<file path="config.mk">
export PLATFORM = sky130hd
export DESIGN_NAME = dmem_arbiter
export DESIGN_NICKNAME = d
export VERILOG_FILES = /design/src/rtl/dmem_arbiter.sv
export SDC_FILE = /design/constraint.sdc
export NUM_CORES = 1
export LEC_CHECK = 0
export CAP_MARGIN = 25
export CORE_UTILIZATION = 24
export DETAILED_ROUTE_END_ITERATION = 10
export PLACE_DENSITY = 0.67
export SETUP_SLACK_MARGIN = 0.2
export SYNTH_ARGS = -nofsm -noshare
export SYNTH_HDL_FRONTEND = slang
export SYNTH_SLANG_ARGS = --single-unit
</file>
<file path="constraint.sdc">
create_clock -name clk -period 2 [get_ports clk]
set_input_delay 0.6 -clock clk [delete_from_list [all_inputs] [get_ports clk]]
set_output_delay 0.6 -clock clk [all_outputs]
set_load 0.01 [all_outputs]
</file>
<file path="src/rtl/dmem_arbiter.sv">
// dmem_arbiter: shares the single DMEM port between the CPU core (default
// owner) and a loader/debug master. The loader wins the port when the CPU is
// idle or after STARVE_MAX consecutive CPU-busy cycles, may hold it for up to
// MAX_BURST locked beats, and freezes the CPU via cpu_stall while it owns it.
// Loader reads come back registered, one cycle after the granted beat.
//
// Optional feature macro: ARB_STATS_EN adds the stat_stall_cyc and
// stat_ldr_beats utilisation counters.
module dmem_arbiter #(
  parameter int STARVE_MAX = 4,
  parameter int MAX_BURST  = 8
) (
  input  logic        clk,
  input  logic        rst,
  // CPU side
  input  logic        cpu_ena,
  input  logic        cpu_we,
  input  logic [10:0] cpu_addr,
  input  logic [2:0]  cpu_data_w,
  input  logic        cpu_data_sign,
  input  logic [31:0] cpu_wdata,
  output logic [31:0] cpu_rdata,
  output logic        cpu_stall,
  // Loader side
  input  logic        ldr_req,
  input  logic        ldr_lock,
  input  logic        ldr_we,
  input  logic [10:0] ldr_addr,
  input  logic [2:0]  ldr_data_w,
  input  logic        ldr_data_sign,
  input  logic [31:0] ldr_wdata,
  output logic        ldr_gnt,
  output logic [31:0] ldr_rdata,
  output logic        ldr_rvalid,
  // DMEM side
  output logic        dm_ena,
  output logic        dm_we,
  output logic [10:0] dm_addr,
  output logic [2:0]  dm_data_w,
  output logic        dm_data_sign,
  output logic [31:0] dm_wdata,
  input  logic [31:0] dm_rdata
`ifdef ARB_STATS_EN
  ,
  output logic [31:0] stat_stall_cyc,
  output logic [31:0] stat_ldr_beats
`endif
);

  // Counter widths sized so the terminal values themselves are representable.
  localparam int SW = $clog2(STARVE_MAX + 1);
  localparam int BW = $clog2(MAX_BURST + 1);
  localparam logic [SW-1:0] STARVE_TOP = SW'(STARVE_MAX);
  localparam logic [BW-1:0] BEAT_LAST  = BW'(MAX_BURST - 1);

  typedef enum logic {
    CPU_OWN = 1'b0,
    LDR_OWN = 1'b1
  } state_t;

  state_t         state_q, state_d;
  logic [SW-1:0]  starve_q, starve_d;
  logic [BW-1:0]  beat_q, beat_d;
  logic [31:0]    rdata_q, rdata_d;
  logic           rvalid_q, rvalid_d;

  // Ownership decision, port mux and counter next-state. The decision is made
  // from registered state, so every exit from LDR_OWN (including a burst-limit
  // exit) leaves the CPU at least one full cycle of ownership before the
  // loader can be granted again.
  always_comb begin
    state_d      = state_q;
    starve_d     = starve_q;
    beat_d       = beat_q;
    dm_ena       = cpu_ena;
    dm_we        = cpu_we;
    dm_addr      = cpu_addr;
    dm_data_w    = cpu_data_w;
    dm_data_sign = cpu_data_sign;
    dm_wdata     = cpu_wdata;
    cpu_rdata    = dm_rdata;
    cpu_stall    = 1'b0;
    ldr_gnt      = 1'b0;

    case (state_q)
      CPU_OWN: begin
        // Starvation is only measured while a request is actually pending.
        if (!ldr_req) begin
          starve_d = '0;
        end else if (cpu_ena && (starve_q != STARVE_TOP)) begin
          starve_d = starve_q + 1'b1;
        end
        // The CPU access of this cycle still completes; the stall starts
        // on the next cycle.
        if (ldr_req && (!cpu_ena || (starve_q == STARVE_TOP))) begin
          state_d = LDR_OWN;
          beat_d  = '0;
        end
      end

      LDR_OWN: begin
        dm_ena       = ldr_req;
        dm_we        = ldr_req && ldr_we;
        dm_addr      = ldr_addr;
        dm_data_w    = ldr_data_w;
        dm_data_sign = ldr_data_sign;
        dm_wdata     = ldr_wdata;
        cpu_rdata    = '0;
        cpu_stall    = 1'b1;
        ldr_gnt      = ldr_req;
        starve_d     = '0;
        if (ldr_req) begin
          beat_d = beat_q + 1'b1;
        end
        // Continue only on a locked request that still has burst budget.
        if (!(ldr_req && ldr_lock && (beat_q < BEAT_LAST))) begin
          state_d = CPU_OWN;
        end
      end

      default: begin
        state_d = CPU_OWN;
      end
    endcase
  end

  // Read return: a granted loader read captures DMEM data; the value is held
  // until the next captured read, and rvalid pulses for one cycle.
  always_comb begin
    rvalid_d = ldr_gnt && !ldr_we;
    rdata_d  = rvalid_d ? dm_rdata : rdata_q;
  end

  // State and counter registers; reset forces immediate CPU ownership and
  // drops any in-flight read return.
  always_ff @(posedge clk or negedge rst) begin
    if (!rst) begin
      state_q  <= CPU_OWN;
      starve_q <= '0;
      beat_q   <= '0;
      rdata_q  <= '0;
      rvalid_q <= 1'b0;
    end else begin
      state_q  <= state_d;
      starve_q <= starve_d;
      beat_q   <= beat_d;
      rdata_q  <= rdata_d;
      rvalid_q <= rvalid_d;
    end
  end

  assign ldr_rdata  = rdata_q;
  assign ldr_rvalid = rvalid_q;

`ifdef ARB_STATS_EN
  logic [31:0] stall_cyc_q, stall_cyc_d;
  logic [31:0] ldr_beats_q, ldr_beats_d;

  // Utilisation counters: loader-owned cycles and granted beats, wrapping.
  always_comb begin
    stall_cyc_d = stall_cyc_q + ((state_q == LDR_OWN) ? 32'd1 : 32'd0);
    ldr_beats_d = ldr_beats_q + (ldr_gnt ? 32'd1 : 32'd0);
  end

  // Counter registers, cleared by reset.
  always_ff @(posedge clk or negedge rst) begin
    if (!rst) begin
      stall_cyc_q <= '0;
      ldr_beats_q <= '0;
    end else begin
      stall_cyc_q <= stall_cyc_d;
      ldr_beats_q <= ldr_beats_d;
    end
  end

  assign stat_stall_cyc = stall_cyc_q;
  assign stat_ldr_beats = ldr_beats_q;
`else
  // Statistics counters are not built in this configuration.
`endif

endmodule
</file>
; Word level (Yosys, flattened, before mapping)
; Index checks and enable logic that the tools add are counted.
[op_classes]
n_shift = 0
mux = 18
div = 0
n_eq_ne = 5
reduce_logical = 10
bitwise = 1
add_sub_neg = 2
n_mul = 0
order_cmp = 1
[op_table]
columns = operator, count
row1 = $mux W32, 2
row2 = $mux W11, 1
row3 = $mux W3, 3
row4 = $mux W4, 2
row5 = $pmux W4 S2, 1
row6 = $mux W1, 7
row7 = $logic_and A1 B1 Y1, 6
row8 = $ne A3 B3 Y1 const B, 2
row9 = $pmux W3 S2, 1
row10 = $add A4 B1 Y4 const B, 1
row11 = $lt A4 B3 Y1 const B, 1
row12 = $ne A2 B2 Y1 const B, 2
row13 = $add A3 B1 Y3 const B, 1
row14 = $eq A3 B3 Y1 const B, 1
row15 = $logic_not A1 Y1, 2
row16 = $pmux W1 S2, 1
row17 = $reduce_and A2 Y1, 1
row18 = $logic_or A1 B1 Y1, 1
row19 = $not A1 Y1, 1
[totals]
output_inout_bits = 116
latch_bits = 0
mem_bits_rw = 0
regBits = 41
memories = 0
input_bits = 133
mem_bits_ro = 0

; Logic depth before layout (Yosys ltp)
; Gate-level depths: netlist of the first run.
[logic_depth]
word_depth = 5
mapped_depth = 5

; Worst setup path before layout of the first run
; OpenSTA, ideal clock, no wires.
[synth_path]
path_kind = reg2out
from = reg state_q
to = out dm_addr[0]
stages_incl_launch_ff = 4
t_required_ns = 1.400
arrival_ns = 1.305
n_path_buf = 2
path_slack_ns = 0.095
path_cell_list = dfrtp_1 -> clkbuf_1 -> buf_2 -> mux2_2
[synth_between]
elab_chain_cells = 1
[synth_rtl]
columns = element, line
row1 = "start, declared", 61  ; state_t state_q, state_d;
row2 = "start signal, assigned", 144  ; state_q <= state_d;
row3 = $mux W11, 85  ; case (state_q)
row4 = "end, declared", 38  ; output logic [10:0] dm_addr,
; Every way passes these cells.

; Worst setup path in the final report of the first run
[layout_path]
from = in ldr_addr[5]
to = out dm_addr[5]
[layout_between]
elab_chain_cells = 1
[layout_rtl]
columns = element, line
row1 = "start, declared", 28  ; input logic [10:0] ldr_addr,
row2 = $mux W11, 85
; Every way passes these cells.

==> results of run 1 <==
-- cells in the final DEF (no fill, tap or decap), drive strengths merged --
master	instances
a211o	1
a21boi	1
a21oi	2
a22o	3
and2	1
and3	1
and4b	1
buf	136
clkbuf	10
clkdlybuf4s15	1
clkdlybuf4s50	122
clkinvlp	1
dfrtp	41
dlygate4sd2	35
dlymetal6s2s	8
ha	3
inv	5
mux2	80
mux2i	2
nand2	5
nand2b	1
nand3	1
nand3b	1
nor2	2
nor2b	32
nor3	2
o21ai	1
or2	1
xnor2	1
-- timing repair --
item	4_1_cts	5_1_grt
gates cloned	6	2
resized for setup	412	67
hold buffers	0	0
pin swaps	2	0
endpoints found under the setup margin	140	123
buffers inserted	9	4
-- final cells by class --
cell class	instances	area [µm²]
Clock buffer	7	76.32
Clock inverter	1	7.507
Fill cell	909	4308
Inverter	5	21.27
Multi-Input combinational cell	142	1567
Sequential cell	41	1027
Tap cell	136	170.2
Timing Repair Buffer	305	3100
-- power groups by stage --
stage               Sequential, W  Combinational [W]  Clock (W)
floorplan                 0.00121           0.000547          0
global placement          0.00113            0.00166          0
detailed placement        0.00114            0.00167          0
CTS                       0.00112            0.00162   0.000542
global route              0.00114            0.00182   0.000579
finish                    0.00112            0.00171   0.000518
-- routing by layer --
metal / GRT usage / wire length (µm)
met5: 0 / 0
met1: 0.2183 / 4144
met4: 0.03421 / 92
met3: 0.04055 / 632
met2: 0.3155 / 5182
-- state kept, by name, summed over array words and instances (netlist names) --
register	flops
state_q	1
ldr_rdata	32
ldr_rvalid	1
beat_q	4
starve_q	3
-- how the worst max path moves through the flow --
stage	slack, ns	start	cells after the start	endpoint
after floorplan	0.19	state_q	3	dm_addr[0]
after global placement	-0.48	ldr_req	5	dm_we
after detailed placement	-0.51	ldr_req	5	dm_we
after CTS	-0.14	state_q	5	dm_wdata[9]
after global routing	-0.16	state_q	6	cpu_rdata[1]
final	-0.14	ldr_addr[5]	3	dm_addr[5]
-- cells by family after synthesis --
kind of cell    count (synthesis)  share of synthesized area
simple gates                   48                     0.1118
flops                          41                     0.4039
mux                            82                     0.4054
compound gates                  8                    0.02266
buf+inv                        18                    0.03793
xor+xnor                        1                   0.003449
fa+ha+maj                       3                    0.01478
-- metrics by stage --
stage | total power [W] | area (µm²)
after floorplan | 0.001754 | 2541
after global placement | 0.002791 | 5444
after detailed placement | 0.002806 | 5444
after CTS | 0.003286 | 5607
after global routing | 0.003536 | 5969
final | 0.003348 | 5969
==> impl_metrics.prom, run 1 <==
# TYPE chip_impl_metric gauge
chip_impl_info{name="run_status",value="complete, but fails checks"} 1
chip_impl_info{name="failing_checks",value="negative setup slack"} 1
chip_impl_metric{name="netSwitchingPower",unit="W"} 0.0009745
chip_impl_metric{name="leakage",unit="nW"} 2.949
chip_impl_metric{name="critical_path.max_stage_delay",unit="ns"} 0.40
chip_impl_metric{name="layout-drive-gt1-share",unit=""} 0.4930
chip_impl_info{name="clock_tree.root_cell",value="sky130_fd_sc_hd__clkbuf_8"} 1
chip_impl_metric{name="final_standard_cell_count_with_taps_included_and_fillers_excluded",unit=""} 637
chip_impl_metric{name="finClkSkew",unit="ns"} 0.01374
chip_impl_metric{name="postSynthCellCount",unit=""} 201
chip_impl_metric{name="switching_share",unit=""} 0.2910
chip_impl_metric{name="grt_start_max_net_pins",unit=""} 26
chip_impl_metric{name="postLayoutSetupSlackWorst",unit="ns"} -0.1388
chip_impl_info{name="endpoint_kind",value="output pin"} 1
chip_impl_metric{name="clock_sink_count",unit=""} 41
chip_impl_metric{name="setup_viol",unit=""} 59
chip_impl_metric{name="min_period_over_period",unit=""} 1.069
chip_impl_metric{name="final_hold_viol_count",unit=""} 0
chip_impl_metric{name="timing.reg2reg.worst_path_depth",unit=""} 8
chip_impl_metric{name="numCtsBuffers",unit=""} 5
chip_impl_metric{name="critical_path_peak_fanout",unit=""} 1
chip_impl_metric{name="detail_route.wl_per_cell",unit="µm"} 15.78
chip_impl_metric{name="clock_tree.htree_level_count",unit=""} 2
chip_impl_metric{name="ff_latch_count_synth",unit=""} 41
chip_impl_metric{name="power_frac_comb",unit=""} 0.511
chip_impl_metric{name="routed-via-count",unit=""} 2728
chip_impl_metric{name="worst_pin_slew",unit="ns"} 0.4111
chip_impl_metric{name="grt_pass1_wl",unit="mm"} 15.39
chip_impl_info{name="critical_path_class",value="in -> out"} 1
chip_impl_info{name="tritoncts",value="built"} 1
chip_impl_info{name="worstPathCellList",value="clkdlybuf4s50_1, mux2_2, dlygate4sd2_1"} 1
chip_impl_info{name="rsz_0062_raised_after_global_routing",value="yes"} 1
chip_impl_metric{name="avgViaCountPerCell",unit=""} 4.283
chip_impl_metric{name="area_growth",unit="%"} 135.0
chip_impl_info{name="cp_max_stage_cell",value="sky130_fd_sc_hd__clkdlybuf4s50_1"} 1
chip_impl_metric{name="wl",unit="mm"} 10.05
chip_impl_metric{name="port-buffer-count",unit=""} 248
chip_impl_metric{name="finalCriticalPeriod",unit="ns"} 2.139
chip_impl_metric{name="utilization",unit=""} 0.5808
chip_impl_info{name="timing.hold.worst.class",value="in -> async"} 1
chip_impl_metric{name="fp.coreArea",unit="µm²"} 10280
chip_impl_metric{name="syn_area_per_cell",unit="µm²"} 12.64
chip_impl_info{name="yosys.cell_count.top_type",value="sky130_fd_sc_hd__mux2_2"} 1
chip_impl_metric{name="dieArea",unit="µm²"} 11000
chip_impl_metric{name="post-synth-top-area-fraction",unit=""} 0.4039
chip_impl_metric{name="row_count",unit=""} 37
chip_impl_metric{name="maxCapViolations",unit=""} 0
chip_impl_info{name="yosys.area.top_type",value="sky130_fd_sc_hd__dfrtp_1"} 1
chip_impl_metric{name="drt_first_iter_violations",unit=""} 51
chip_impl_metric{name="dpl_worst_slack",unit="ns"} -0.5134
chip_impl_metric{name="timing.fmax",unit="MHz"} 467.5
chip_impl_metric{name="peakVddDrop",unit="mV"} 0.3470
chip_impl_metric{name="share_clk_of_total_power",unit=""} 0.155
chip_impl_metric{name="path_buf_inv",unit=""} 2
chip_impl_metric{name="routabilityCongestion",unit=""} 0.7039
chip_impl_metric{name="worst-endpoint-arrival",unit="ns"} 1.54
chip_impl_info{name="crit-reg2reg-capture",value="ldr_rdata[9]"} 1
chip_impl_metric{name="antenna_violations_before_repair",unit=""} 0
chip_impl_metric{name="detail_route.first_pass.iterations",unit=""} 4
chip_impl_metric{name="mappedNetlistArea",unit="µm²"} 2540
chip_impl_metric{name="drv_slew",unit=""} 0
chip_impl_metric{name="slew-limit-headroom",unit=""} 0.7259
chip_impl_metric{name="worstSkewPairLatency",unit="ns"} 0.28
chip_impl_metric{name="synth_edf_count",unit=""} 0
chip_impl_metric{name="die_height",unit="µm"} 104.9
chip_impl_metric{name="synth.lib_cells_used.distinct",unit=""} 27
chip_impl_metric{name="power_frac_seq",unit=""} 0.334
chip_impl_metric{name="nets",unit=""} 636
chip_impl_metric{name="drt.antenna.violating_nets",unit=""} 0
chip_impl_metric{name="setup.reg_to_reg.worst_slack",unit="ns"} 0.15
chip_impl_metric{name="die-width",unit="µm"} 104.9
chip_impl_info{name="post_synth_top_flop",value="sky130_fd_sc_hd__dfrtp_1"} 1
chip_impl_info{name="r2r_start",value="state_q"} 1
chip_impl_metric{name="antenna-diode-count",unit=""} 0
chip_impl_metric{name="dp_hpwl",unit="mm"} 7.255
chip_impl_metric{name="fin_tns_setup",unit="ns"} -3.882
chip_impl_metric{name="cellInternalPower",unit="W"} 0.002374
chip_impl_info{name="post_synth_most_frequent_cells",value="sky130_fd_sc_hd__mux2_2, sky130_fd_sc_hd__dfrtp_1, sky130_fd_sc_hd__nor2b_1, sky130_fd_sc_hd__mux2_4"} 1
chip_impl_metric{name="dp.cells",unit=""} 608
chip_impl_metric{name="req_time_crit_path",unit="ns"} 1.40
chip_impl_metric{name="power-per-cell-area",unit="nW/µm²"} 560.9
chip_impl_metric{name="path_clk_slew",unit="ns"} 0.08
chip_impl_info{name="crit_family",value="buffers and inverters"} 1
chip_impl_metric{name="clk_path_buf_depth",unit=""} 2
chip_impl_metric{name="num_io_pins",unit=""} 249
chip_impl_metric{name="post-route-drc-count",unit=""} 0
chip_impl_metric{name="start_util",unit=""} 0.2471
chip_impl_metric{name="synth_fp_nets",unit=""} 337
chip_impl_metric{name="grt_pass1_vias",unit=""} 2860
chip_impl_metric{name="synth-async-reset-ratio",unit=""} 1.000
chip_impl_metric{name="yosys_synthesis_warning_count",unit=""} 0
chip_impl_info{name="yosys-top-cells-area",value="sky130_fd_sc_hd__dfrtp_1, sky130_fd_sc_hd__mux2_2, sky130_fd_sc_hd__mux2_4, sky130_fd_sc_hd__nor2b_1, sky130_fd_sc_hd__ha_1"} 1
chip_impl_metric{name="synth_seq_area_share",unit=""} 0.4039
chip_impl_metric{name="global_route.usage.total",unit=""} 0.1772
chip_impl_metric{name="hold-worst-slack",unit="ns"} 0.2354
chip_impl_metric{name="gr-total-overflow",unit=""} 0
chip_impl_info{name="crit_path_start_kind",value="input pin"} 1
No activity file was read; power rests on OpenSTA's default activity.
==> run 2: changes to the inputs <==
CTS_CLUSTER_DIAMETER = 150   (was default)
==> results of run 2 <==
The final DEF is identical to that of run 1; final timing and power are the same.
==> run 3: changes to the inputs <==
CORE_MARGIN = 4   (was default)
==> run 3 against run 2 <==
Compared with the run above:
- the flow still finishes with violations (negative setup slack)
- hold slack improved by 0.13 ns
- clock power increased by 31%
- first-iteration DRC count decreased by 24%
- sequential share of layout area increased by 0.35 points
- critical path depth increased by 4
- largest power group unchanged
- non-clock buffer count increased by 1
- highest routed layer unchanged
- power increased by 2.7%
- utilization decreased by 1.4 points
- wire length increased by 7.5%
==> impl_metrics.prom, run 3 (synthesized netlist as in run 1, its figures left out) <==
# TYPE chip_impl_metric gauge
chip_impl_metric{name="stdcell_area",unit="µm²"} 5852
chip_impl_info{name="crit_path_start_kind",value="register"} 1
chip_impl_info{name="critical_path_class",value="reg -> out"} 1
chip_impl_info{name="leading_cell_type_in_the_layout_fill_and_taps_excluded",value="sky130_fd_sc_hd__dlygate4sd2_1"} 1
chip_impl_metric{name="worst-endpoint-arrival",unit="ns"} 1.75
chip_impl_metric{name="grt_pass1_wl",unit="mm"} 15.92
chip_impl_metric{name="die_height",unit="µm"} 110.9
chip_impl_metric{name="maxCapViolations",unit=""} 0
chip_impl_metric{name="power",unit="W"} 0.003438
chip_impl_metric{name="drt.antenna.violating_nets",unit=""} 0
chip_impl_metric{name="grtUsageMet2",unit=""} 0.2816
chip_impl_metric{name="layout-drive-gt1-share",unit=""} 0.4801
chip_impl_metric{name="grt_pass1_vias",unit=""} 2955
chip_impl_metric{name="path_buf_inv",unit=""} 6
chip_impl_metric{name="slew-limit-headroom",unit=""} 0.6541
chip_impl_metric{name="fp.coreArea",unit="µm²"} 10320
chip_impl_info{name="crit_family",value="buffers and inverters"} 1
chip_impl_metric{name="routed-via-count",unit=""} 2680
chip_impl_metric{name="req_time_crit_path",unit="ns"} 1.40
chip_impl_metric{name="post-route-drc-count",unit=""} 0
chip_impl_metric{name="min_period_over_period",unit=""} 1.173
chip_impl_metric{name="drv_slew",unit=""} 0
chip_impl_metric{name="routabilityCongestion",unit=""} 0.9125
chip_impl_metric{name="numCtsBuffers",unit=""} 5
chip_impl_metric{name="largest_register_ff_count",unit=""} 32
chip_impl_metric{name="row_count",unit=""} 37
chip_impl_info{name="clock_tree.root_cell",value="sky130_fd_sc_hd__clkbuf_8"} 1
chip_impl_metric{name="timing.reg2reg.worst_path_depth",unit=""} 7
chip_impl_metric{name="clock_sink_count",unit=""} 41
chip_impl_metric{name="die-width",unit="µm"} 110.9
chip_impl_info{name="rsz_0062_raised_after_global_routing",value="yes"} 1
chip_impl_metric{name="global_route.usage.total",unit=""} 0.1600
chip_impl_metric{name="final_hold_viol_count",unit=""} 0
chip_impl_metric{name="finClkSkew",unit="ns"} 0.01038
chip_impl_metric{name="area_growth",unit="%"} 130.4
chip_impl_metric{name="globalRouteMet3Util",unit=""} 0.05240
chip_impl_metric{name="num-fill-cells",unit=""} 903
chip_impl_info{name="tritoncts",value="built"} 1
chip_impl_metric{name="critical_path.max_stage_delay",unit="ns"} 0.45
chip_impl_metric{name="setup.reg_to_reg.worst_slack",unit="ns"} 0.25
chip_impl_metric{name="critical_path_peak_fanout",unit=""} 7
chip_impl_info{name="run_status",value="complete, but fails checks"} 1
chip_impl_metric{name="grt_start_max_net_pins",unit=""} 42
chip_impl_metric{name="clk_path_buf_depth",unit=""} 2
chip_impl_metric{name="power-per-cell-area",unit="nW/µm²"} 587.4
chip_impl_info{name="worstPathCellList",value="buf_12, buf_6, buf_12, buf_8, buf_6, mux2_4, buf_6"} 1
chip_impl_metric{name="detail_route.first_pass.iterations",unit=""} 4
chip_impl_metric{name="gr-usage-met1",unit=""} 0.1857
chip_impl_metric{name="nets",unit=""} 637
chip_impl_metric{name="setup_viol",unit=""} 46
chip_impl_metric{name="hold-worst-slack",unit="ns"} 0.3629
chip_impl_info{name="top_usage_layer",value="met2"} 1
chip_impl_metric{name="num_io_pins",unit=""} 249
chip_impl_info{name="cp_max_stage_cell",value="sky130_fd_sc_hd__dfrtp_2"} 1
chip_impl_metric{name="dp_hpwl",unit="mm"} 8.136
chip_impl_metric{name="leakage",unit="nW"} 3.146
chip_impl_info{name="crit-reg2reg-capture",value="ldr_rdata[11]"} 1
chip_impl_info{name="failing_checks",value="negative setup slack"} 1
chip_impl_info{name="cp_common_cell",value="sky130_fd_sc_hd__buf_6"} 1
chip_impl_metric{name="worstSkewPairLatency",unit="ns"} 0.28
chip_impl_metric{name="avgViaCountPerCell",unit=""} 4.194
chip_impl_metric{name="path_clk_slew",unit="ns"} 0.08
chip_impl_metric{name="port-buffer-count",unit=""} 248
chip_impl_metric{name="wl",unit="mm"} 10.81
chip_impl_metric{name="start_util",unit=""} 0.2460
chip_impl_metric{name="drt_first_iter_violations",unit=""} 39
chip_impl_metric{name="detail_route.wl_per_cell",unit="µm"} 16.92
chip_impl_metric{name="peakVddDrop",unit="mV"} 0.3735
chip_impl_info{name="layout_common_cells",value="sky130_fd_sc_hd__dlygate4sd2_1, sky130_fd_sc_hd__clkdlybuf4s50_1, sky130_fd_sc_hd__mux2_4"} 1
chip_impl_metric{name="placed_area",unit="µm²"} 5461
chip_impl_metric{name="worst_pin_slew",unit="ns"} 0.5188
chip_impl_metric{name="antenna_violations_before_repair",unit=""} 1
chip_impl_metric{name="dieArea",unit="µm²"} 12290
chip_impl_metric{name="gr-total-overflow",unit=""} 0
chip_impl_metric{name="postLayoutSetupSlackWorst",unit="ns"} -0.3459
chip_impl_metric{name="finalCriticalPeriod",unit="ns"} 2.346
chip_impl_metric{name="timing.fmax",unit="MHz"} 426.3
chip_impl_info{name="timing.hold.worst.class",value="in -> async"} 1
chip_impl_info{name="r2r_start",value="state_q"} 1
chip_impl_info{name="endpoint_kind",value="output pin"} 1
chip_impl_metric{name="clock_tree.htree_level_count",unit=""} 2
[run 3: metal layers]
metal / share of wire / wire (µm) / vias to the layer above
met5: 0 / 0 / -
met2: 0.51 / 5524 / 109
li1: - / - / 1294
met4: 0.022 / 239 / 0
met3: 0.071 / 769 / 18
met1: 0.40 / 4276 / 1259
[run 3: repair_timing]
| item | 4_1_cts | 5_1_grt |
|---|---|---|
| cloned | 1 | 2 |
| setup endpoints to repair | 143 | 119 |
| setup buffers | 8 | 7 |
| hold buffers | 0 | 0 |
| pin swaps | 0 | 0 |
| resized for setup | 403 | 116 |
[run 3: stage by stage]
| stage | setup TNS [ns] | setup slack, ns | cells | util |
|---|---|---|---|---|
| 2_1_floorplan | 0 | 0.1895 | 201 | - |
| 3_3_place_gp | -36.77 | -0.4830 | 612 | 0.5290 |
| 3_5_place_dp | -37.22 | -0.4966 | 612 | 0.5290 |
| 4_1_cts | -8.429 | -0.3942 | 629 | 0.5306 |
| 5_1_grt | -10.74 | -0.4027 | 639 | 0.5668 |
| 6_report | -7.972 | -0.3459 | 639 | 0.5668 |
[run 3: worst max-delay path by stage]
stage	from	endpoint	slack (ns)	depth (start not counted)
global route	state_q	dm_addr[9]	-0.40	7
global placement	ldr_req	dm_we	-0.48	5
floorplan	state_q	dm_addr[0]	0.19	3
detailed placement	ldr_req	dm_we	-0.50	5
CTS	state_q	dm_wdata[17]	-0.39	3
finish	state_q	dm_addr[9]	-0.35	7
[run 3: final cells by class]
type / instances / area (µm²) / share of cell area
timing repair buffer: 306 / 2924 / 0.4997
multi-input combinational: 142 / 1593 / 0.2722
sequential: 41 / 1027 / 0.1755
tap: 136 / 170.2 / 0.02908
clock buffer: 7 / 86.33 / 0.01475
clock inverter: 1 / 30.03 / 0.005131
inverter: 5 / 18.77 / 0.003207
antenna: 1 / 2.502 / 0.0004276
[run 3: power breakdown]
group | switching (W) | internal (W) | total (W)
registers | 0.000109 | 0.00101 | 0.00112
logic | 0.000593 | 0.00104 | 0.00164
clock network | 0.000271 | 0.000407 | 0.000678
total | 0.000974 | 0.00246 | 0.00344
